[config.mk]
export PLATFORM = sky130hd
export DESIGN_NAME = frame_source_mux
export DESIGN_NICKNAME = d
export VERILOG_FILES = /design/src/rtl/frame_mux_pkg.sv /design/src/rtl/pixel_out_reg.sv /design/src/rtl/frame_source_mux.sv
export SDC_FILE = /design/constraint.sdc
export NUM_CORES = 1
export LEC_CHECK = 0
export BUFFER_PORTS_ARGS = -buffer_cell sky130_fd_sc_hd__buf_2
export CORE_UTILIZATION = 53
export DETAILED_ROUTE_END_ITERATION = 6
export PLACE_DENSITY = 0.82
export REMOVE_ABC_BUFFERS = 1
export SETUP_SLACK_MARGIN = 0.4
export SYNTH_ARGS = -nofsm -noshare
export SYNTH_HDL_FRONTEND = slang
export SYNTH_SLANG_ARGS = --single-unit
export TNS_END_PERCENT = 10
[constraint.sdc]
create_clock -name clock -period 2.6 [get_ports clock]
set_input_delay 0.39 -clock clock [delete_from_list [all_inputs] [get_ports clock]]
set_output_delay 0.39 -clock clock [all_outputs]
set_load 0.01 [all_outputs]
[src/rtl/frame_mux_pkg.sv]
// frame_mux_pkg: shared types and constants for frame_source_mux.
// Holds the FSM state enum, a clog2 helper and default parameters.
package frame_mux_pkg;

  typedef enum logic [2:0] {
    IDLE,
    REQ,
    STREAM,
    FLUSH,
    DRAIN
  } state_e;

  localparam int TIMEOUT_DEF = 1024;
  localparam int FILL_DEF    = 0;

  // Ceiling log2, never below 1 so that every derived width is legal.
  function automatic int clog2(input int v);
    int r;
    r = 0;
    for (int i = 0; i < 31; i++) begin
      if ((1 << i) < v) r = i + 1;
    end
    return (r < 1) ? 1 : r;
  endfunction

endpackage

[src/rtl/pixel_out_reg.sv]
// pixel_out_reg: one-entry ready/valid register stage.
// Ports: in_valid/in_data/in_ready upstream, out_valid/out_data/out_ready down.
module pixel_out_reg #(
  parameter int PIXEL_W = 8
) (
  input  logic               clock,
  input  logic               reset,
  input  logic               in_valid,
  input  logic [PIXEL_W-1:0] in_data,
  output logic               in_ready,
  output logic               out_valid,
  output logic [PIXEL_W-1:0] out_data,
  input  logic               out_ready
);

  logic               valid_q, valid_d;
  logic [PIXEL_W-1:0] data_q, data_d;
  logic               load;

  assign in_ready = ~valid_q | out_ready;
  assign load     = in_valid & in_ready;

  always_comb begin
    valid_d = valid_q;
    data_d  = data_q;
    if (load) begin
      valid_d = 1'b1;
      data_d  = in_data;
    end else if (out_ready) begin
      valid_d = 1'b0;
    end
  end

  always_ff @(posedge clock or negedge reset) begin
    if (!reset) begin
      valid_q <= 1'b0;
      data_q  <= '0;
    end else begin
      valid_q <= valid_d;
      data_q  <= data_d;
    end
  end

  assign out_valid = valid_q;
  assign out_data  = data_q;

endmodule

[src/rtl/frame_source_mux.sv]
// frame_source_mux: frame-aligned selector of N_SRC pixel sources.
// Ports: writer start/ack, per-source start/valid/ready/pixel, pixel out.
module frame_source_mux
  import frame_mux_pkg::*;
#(
  parameter int                 N_SRC   = 4,
  parameter int                 PIXEL_W = 8,
  parameter int                 N_PIXEL = 480000,
  parameter int                 TIMEOUT = TIMEOUT_DEF,
  parameter logic [PIXEL_W-1:0] FILL    = PIXEL_W'(FILL_DEF),
  localparam int                SEL_W   = clog2(N_SRC),
  // Counter must represent N_PIXEL itself.
  localparam int                CNT_W   = clog2(N_PIXEL + 1),
  localparam int                TO_W    = clog2(TIMEOUT + 1)
) (
  input  logic                       clock,
  input  logic                       reset,
  input  logic [SEL_W-1:0]           sel,
  input  logic                       start,
  output logic                       start_ack,
  output logic [N_SRC-1:0]           src_start,
  input  logic [N_SRC-1:0]           src_start_ack,
  input  logic [N_SRC*PIXEL_W-1:0]   src_pixel,
  input  logic [N_SRC-1:0]           src_valid,
  output logic [N_SRC-1:0]           src_ready,
  output logic [PIXEL_W-1:0]         pixel,
  output logic                       valid,
  input  logic                       ready,
  output logic [SEL_W-1:0]           active_sel,
  output logic                       frame_done,
  output logic                       underflow,
  output logic                       sel_err
);

  localparam logic [CNT_W-1:0] CNT_LAST = CNT_W'(N_PIXEL - 1);
  localparam logic [TO_W-1:0]  TO_LAST  = TO_W'(TIMEOUT - 1);

  state_e             state_q, state_d;
  logic [SEL_W-1:0]   sel_q, sel_d;
  logic [CNT_W-1:0]   cnt_q, cnt_d;
  logic [TO_W-1:0]    stall_q, stall_d;
  logic               uf_q, uf_d;
  logic               serr_q, serr_d;
  logic               done_q, done_d;

  logic [N_SRC-1:0]   sel_oh;
  logic               act_vld;
  logic               act_ack;
  logic [PIXEL_W-1:0] src_pix;
  logic               sel_ok;

  logic               in_valid;
  logic [PIXEL_W-1:0] in_data;
  logic               rdy;

  assign sel_oh  = N_SRC'(1) << sel_q;
  assign act_vld = |(src_valid & sel_oh);
  assign act_ack = |(src_start_ack & sel_oh);
  assign src_pix = src_pixel[PIXEL_W*32'(sel_q) +: PIXEL_W];
  assign sel_ok  = 32'(sel) < N_SRC;

  always_comb begin
    state_d   = state_q;
    sel_d     = sel_q;
    cnt_d     = cnt_q;
    stall_d   = stall_q;
    uf_d      = uf_q;
    serr_d    = serr_q;
    done_d    = 1'b0;
    start_ack = 1'b0;
    src_start = '0;
    src_ready = '0;
    in_valid  = 1'b0;
    in_data   = src_pix;
    unique case (state_q)
      IDLE: begin
        cnt_d   = '0;
        stall_d = '0;
        if (start) begin
          state_d = REQ;
          if (sel_ok) begin
            sel_d = sel;
          end else begin
            sel_d  = '0;
            serr_d = 1'b1;
          end
        end
      end
      REQ: begin
        src_start = sel_oh;
        if (act_ack) begin
          start_ack = 1'b1;
          state_d   = STREAM;
        end
      end
      STREAM: begin
        src_ready = rdy ? sel_oh : '0;
        in_valid  = act_vld;
        // Acceptance is checked first so a last pixel beats the timeout.
        if (act_vld && rdy) begin
          cnt_d   = cnt_q + 1'b1;
          stall_d = '0;
          if (cnt_q == CNT_LAST) state_d = DRAIN;
        end else if (rdy) begin
          stall_d = stall_q + 1'b1;
          if (stall_q == TO_LAST) begin
            uf_d    = 1'b1;
            stall_d = '0;
            state_d = FLUSH;
          end
        end
      end
      FLUSH: begin
        in_valid = 1'b1;
        in_data  = FILL;
        if (rdy) begin
          cnt_d = cnt_q + 1'b1;
          if (cnt_q == CNT_LAST) state_d = DRAIN;
        end
      end
      DRAIN: begin
        if (valid && ready) begin
          done_d  = 1'b1;
          state_d = IDLE;
        end
      end
      default: state_d = IDLE;
    endcase
  end

  always_ff @(posedge clock or negedge reset) begin
    if (!reset) begin
      state_q <= IDLE;
      sel_q   <= '0;
      cnt_q   <= '0;
      stall_q <= '0;
      uf_q    <= 1'b0;
      serr_q  <= 1'b0;
      done_q  <= 1'b0;
    end else begin
      state_q <= state_d;
      sel_q   <= sel_d;
      cnt_q   <= cnt_d;
      stall_q <= stall_d;
      uf_q    <= uf_d;
      serr_q  <= serr_d;
      done_q  <= done_d;
    end
  end

  pixel_out_reg #(
    .PIXEL_W(PIXEL_W)
  ) u_out (
    .clock    (clock),
    .reset    (reset),
    .in_valid (in_valid),
    .in_data  (in_data),
    .in_ready (rdy),
    .out_valid(valid),
    .out_data (pixel),
    .out_ready(ready)
  );

  assign active_sel = sel_q;
  assign frame_done = done_q;
  assign underflow  = uf_q;
  assign sel_err    = serr_q;

endmodule

# == Yosys cells after proc, flatten, opt, wreduce, memory -nomap -nowiden ==
# Index checks and enable logic that the tools add are counted.
# W data, S select, Z words.
# classes
n_addsub,2
n_eq_ne,13
shift,2
muxes,27
n_bitwise,6
reduce_logical,13
# op_table
operator,count
$pmux W19 S3,1
$mux W19,2
$mux W11,3
$shiftx A32 B6 Y8,1
$mux W3,8
$pmux W11 S2,1
$add A19 B1 Y19 const B,1
$eq A19 B19 Y1 const B,1
$pmux W3 S5,1
$mux W4,3
$add A11 B1 Y11 const B,1
$eq A11 B10 Y1 const B,1
$ne A2 B2 Y1 const B,5
$and A4 B4 Y4,2
$mux W8,1
$reduce_or A4 Y1,2
$eq A3 B2 Y1 const B,2
$mux W1,6
$ne A3 B3 Y1 const B,2
$reduce_and A6 Y1,1
$reduce_and A2 Y1,2
$reduce_and A4 Y1,1
$reduce_bool A2 Y1,2
$shl A1 B2 Y4 const A,1
other kinds (10),12
# word_totals
register_bits,46
inputBits,46
out_inout_bits,23
word_cells,71

# == Depth between registers and ports, before layout ==
# depth
ltp_word,6
depth_mapped,7
mapped_depth_nobuf,6

# == By module ==
# From an unflattened synthesis, not the netlist that was laid out.
# hier_totals
hier_cells,291
area_unflattened_um2,2871.5
# by_module_without_submodules
module,n_inst,cells_each,area_each_um2,seq_area_each_um2
frame_source_mux,1,271,2486.1,925.9
pixel_out_reg,1,20,385.4,225.2

# == Worst setup path before layout ==
# OpenSTA, ideal clock, no wires.
# synth_timing
path_type,reg2reg
start,register sel_q[0] (netlist: active_sel[0])
end,register cnt_q[6]
setup_ns,0.119
arrival_time_ns,1.796
t_required_ns,2.481
slack_ns,0.685
stages_incl_launch_ff,8
path_buffers,3
synth_period_minus_slack_ns,1.915
path_cell_list,dfrtp_1 -> buf_6 -> mux4_2 -> o211a_1 -> buf_2 -> buf_6 -> a21oi_1 -> nor2_1
# synth_between
elab_chain_cells,6
# synth_lines
item,line,text
from (decl),frame_source_mux.sv:39,"logic [SEL_W-1:0] sel_q, sel_d;"
from (signal assigned),frame_source_mux.sv:142,sel_q <= sel_d;
$shl A1 B2 Y4,frame_source_mux.sv:56,assign sel_oh = N_SRC'(1) << sel_q;
$and A4 B4 Y4,frame_source_mux.sv:57,assign act_vld = |(src_valid & sel_oh);
$reduce_or A4 Y1,frame_source_mux.sv:57,
$logic_and A1 B1 Y1,frame_source_mux.sv:100,if (act_vld && rdy) begin
$ne A2 B2 Y1 (no source line),--,
$reduce_and A3 Y1 (no source line),--,
to (signal assigned),frame_source_mux.sv:143,cnt_q <= cnt_d;
to (decl),frame_source_mux.sv:40,"logic [CNT_W-1:0] cnt_q, cnt_d;"
# No other way between the ends.
# A chain may end at the register's enable or synchronous reset.

# == Final worst setup path ==
# layout_timing
start,register sel_q[0] (netlist: active_sel[0])
end,output start_ack
# layout_between
elab_chain_cells,5
# layout_lines
item,line,text
$shl A1 B2 Y4,frame_source_mux.sv:56,
$and A4 B4 Y4,frame_source_mux.sv:58,assign act_ack = |(src_start_ack & sel_oh);
$reduce_or A4 Y1,frame_source_mux.sv:58,
$mux W1,frame_source_mux.sv:91,if (act_ack) begin
$mux W1,frame_source_mux.sv:75,unique case (state_q)
to (decl),frame_source_mux.sv:20,"output logic start_ack,"
# No other way between the ends.

==> impl_metrics.ini <==
[status]
outcome = finished, final reports clean

[routing]
viasPerCell = 5.75
drt_iter0_markers = 206
final_antenna_net_count = 0
wl_per_cell_um = 14.8
vias = 2413
routed_wl_um = 6210
first_pass_iters = 4
drc_errors = 0

[power_and_ir_drop]
fin_total_pwr_mw = 2.14
p_per_area_mw_per_mm2 = 668
p_leak_nw = 1.51
vdd_drop_max_mv = 0.394

[clocking]
ctsHoldBuffers = 0
path_clk_slew_ps = 90
cts_root_buf = clkbuf_8
cts_tree = done
numCtsBuffers = 5
htreeDepth = 2
cts_sinks = 46
cts_setup_buffers = 0
clockBufferDepth = 2
worstSkewPairLatency_ps = 310

[synthesis]
synth.ff_latch_count = 46
yosysWarnings = 0
synth.distinct_cells = 53
synth_seq_area_share = 0.422
synth_ff_type = dfrtp_1
syn-cell-area_mm2 = 0.00273
syn_avg_cell_area_um2 = 9.48
synth_edf_count = 0
synthArstFlopShare = 1.00
syn_inst = 288

[final_layout]
ff_latch_area_mm2 = 0.00115
diodes = 0
drive_above_1_share = 0.275
utilization = 0.660
final_cell_area_mm2 = 0.00320
area_delta_synth_final_pct = 17.2
nNetsFinal = 400
multi_input_area_mm2 = 0.00147
fillCellCount = 406

[timing]
final.period_utilization = 0.817
clock_skew_ps = 7.69
slew_headroom = 0.328
rsz0062_at_grt = yes
tns_ps = 0
finalHoldViolCount = 0
maxSlewViolCount = 0
fmax_mhz = 471
layout_min_cycle_time_ps = 2120
setup_violations = 0
whs_ps = 247
tightest_slew_ps = 1010

[global_route]
grt_pass1_wl_um = 10500
grt_pass1_vias = 2355
grt_antenna_before_repair = 0
grt_max_degree = 47
groute.usage.overall = 0.257
grt-ovfl-total = 0

[floorplanning]
die_h_um = 73.8
num_io_pins = 69
die_w_um = 73.8
coreArea_mm2 = 0.00485
die_area_mm2 = 0.00544
fp-row-count = 25
start_util = 0.563

[flow_run]
cap_violations = 0

[setup_path]
crit_path_end = start_ack
crit_start = active_sel[0]
critPathLaunchType = flip-flop
crit_path_max_fanout = 16
arrival_ps = 1730
r2r_cells = 5
end_kind = output port
reg2reg_slack_ps = 530
required_ps = 2210
r2r_end = cnt_q[16]
worstReg2RegStart = active_sel[0]
crit_type = flip-flop to output port

[hold_path]
hp-class = primary input to async pin

[placed_design]
dp_hpwl_um = 4640
place_area_mm2 = 0.00310
gp_congestion = 0.827
port_buffers = 67
Yosys cell counts, drive strengths merged, types with 2 or more instances:
library cell | count | share of area
nor2 | 30 | 0.044
a21oi | 7 | 0.013
nand2 | 42 | 0.058
a31oi | 2 | 0.0046
nand3 | 23 | 0.042
or2 | 2 | 0.0046
ha | 2 | 0.0092
or3b | 2 | 0.0064
o41ai | 3 | 0.0096
inv | 6 | 0.0082
buf | 9 | 0.023
xnor2 | 6 | 0.019
dfrtp | 46 | 0.42
mux2 | 2 | 0.0082
clkbuf | 6 | 0.0082
and2 | 3 | 0.0069
nor4 | 6 | 0.019
a21o | 2 | 0.0082
nand4 | 3 | 0.0069
o21ai | 18 | 0.033
mux4 | 10 | 0.087
xor2 | 8 | 0.026
nand2b | 5 | 0.011
o31ai | 2 | 0.0055
nor3 | 11 | 0.020
nor3b | 4 | 0.011
nand4b | 4 | 0.013
and3 | 6 | 0.014
nor2b | 3 | 0.0069
through the flow:
| stage | cells | setup WS, ps |
|---|---|---|
| 4_1_cts | 420 | 404 |
| 5_1_grt | 420 | 384 |
| 2_1_floorplan | 273 | 291 |
| 3_5_place_dp | 412 | 515 |
| 3_3_place_gp | 412 | 568 |
| 6_report | 420 | 477 |
power breakdown:
group	switching (mW)	internal, mW
Combinational	0.409	0.311
Sequential	0.129	0.836
Clock	0.240	0.215
critical path: stages (launching register included):
cell	delay, ps
dfrtp_1	410
buf_6	210
mux4_2	510
nor2b_1	150
buf_2	130
what timing repair did:
item	in CTS	in global routing
hold endpoints to repair	0	0
cloned	0	0
setup endpoints to repair	3	2
gates resized for setup	1	2
final cells by class:
cell class,count,share of cell area
Tap cell,67,0.0262
Sequential cell,46,0.360
Timing Repair Buffer,72,0.118
Clock inverter,1,0.00156
Clock buffer,7,0.0270
Multi-Input combinational cell,221,0.461
Inverter,6,0.00704
worst min path at each step:
stage | from | endpoint | slack [ps] | cells past startpoint
global placement | u_out.out_data[1] | u_out.out_data[1] | 450 | 2
detailed placement | underflow | underflow | 460 | 1
global route | sel[0] | active_sel[0] | 320 | 2
finish | reset | stall_q[6] | 250 | 1
floorplan | reset | active_sel[0] | 90 | 0
CTS | reset | stall_q[6] | 290 | 1
sequential cells by signal, indices dropped and copies added, names as in the netlist:
signal	count
u_out.out_valid	1
active_sel	2
frame_done	1
u_out.out_data	8
state_q	3
cnt_q	19
underflow	1
stall_q	11
cells in the final DEF (no fill, tap or decap), drive strengths merged, types with 2 or more instances in the layout:
cell / count
buf: 72
a31oi: 2
and3: 6
nand2b: 5
nor2: 30
o31ai: 2
xnor2: 6
a21oi: 7
ha: 2
nor2b: 3
clkbuf: 7
nand4b: 4
nand2: 42
mux2: 2
o21ai: 18
a21o: 2
or3b: 2
dfrtp: 46
and2: 3
nand3: 23
o41ai: 3
inv: 6
nor3b: 4
nand4: 3
xor2: 8
or2: 2
nor4: 6
mux4: 10
nor3: 11
cell families (layout without fill, tap and decap cells):
logic type / Yosys count / count (layout) / share of synthesized area
AOI/OAI and AO/OA: 44 / 44 / 0.113
xor gates and xnor gates: 14 / 14 / 0.0449
adders and majority gates: 2 / 2 / 0.00916
buffers and inverters: 21 / 86 / 0.0394
DFF: 46 / 46 / 0.422
muxes: 12 / 12 / 0.0949
other: 1 / 1 / 0.00137
and+or+nand+nor: 148 / 148 / 0.276
metal layers:
metal / vias up / wire length, um / global-route usage
met4: 0 / 99 / 0.0983
met5: - / 0 / 0
met1: 1155 / 2610 / 0.311
met2: 88 / 3150 / 0.444
li1: 1160 / - / -
met3: 10 / 349 / 0.0590
Note: power is estimated with default switching activity, not from simulation.
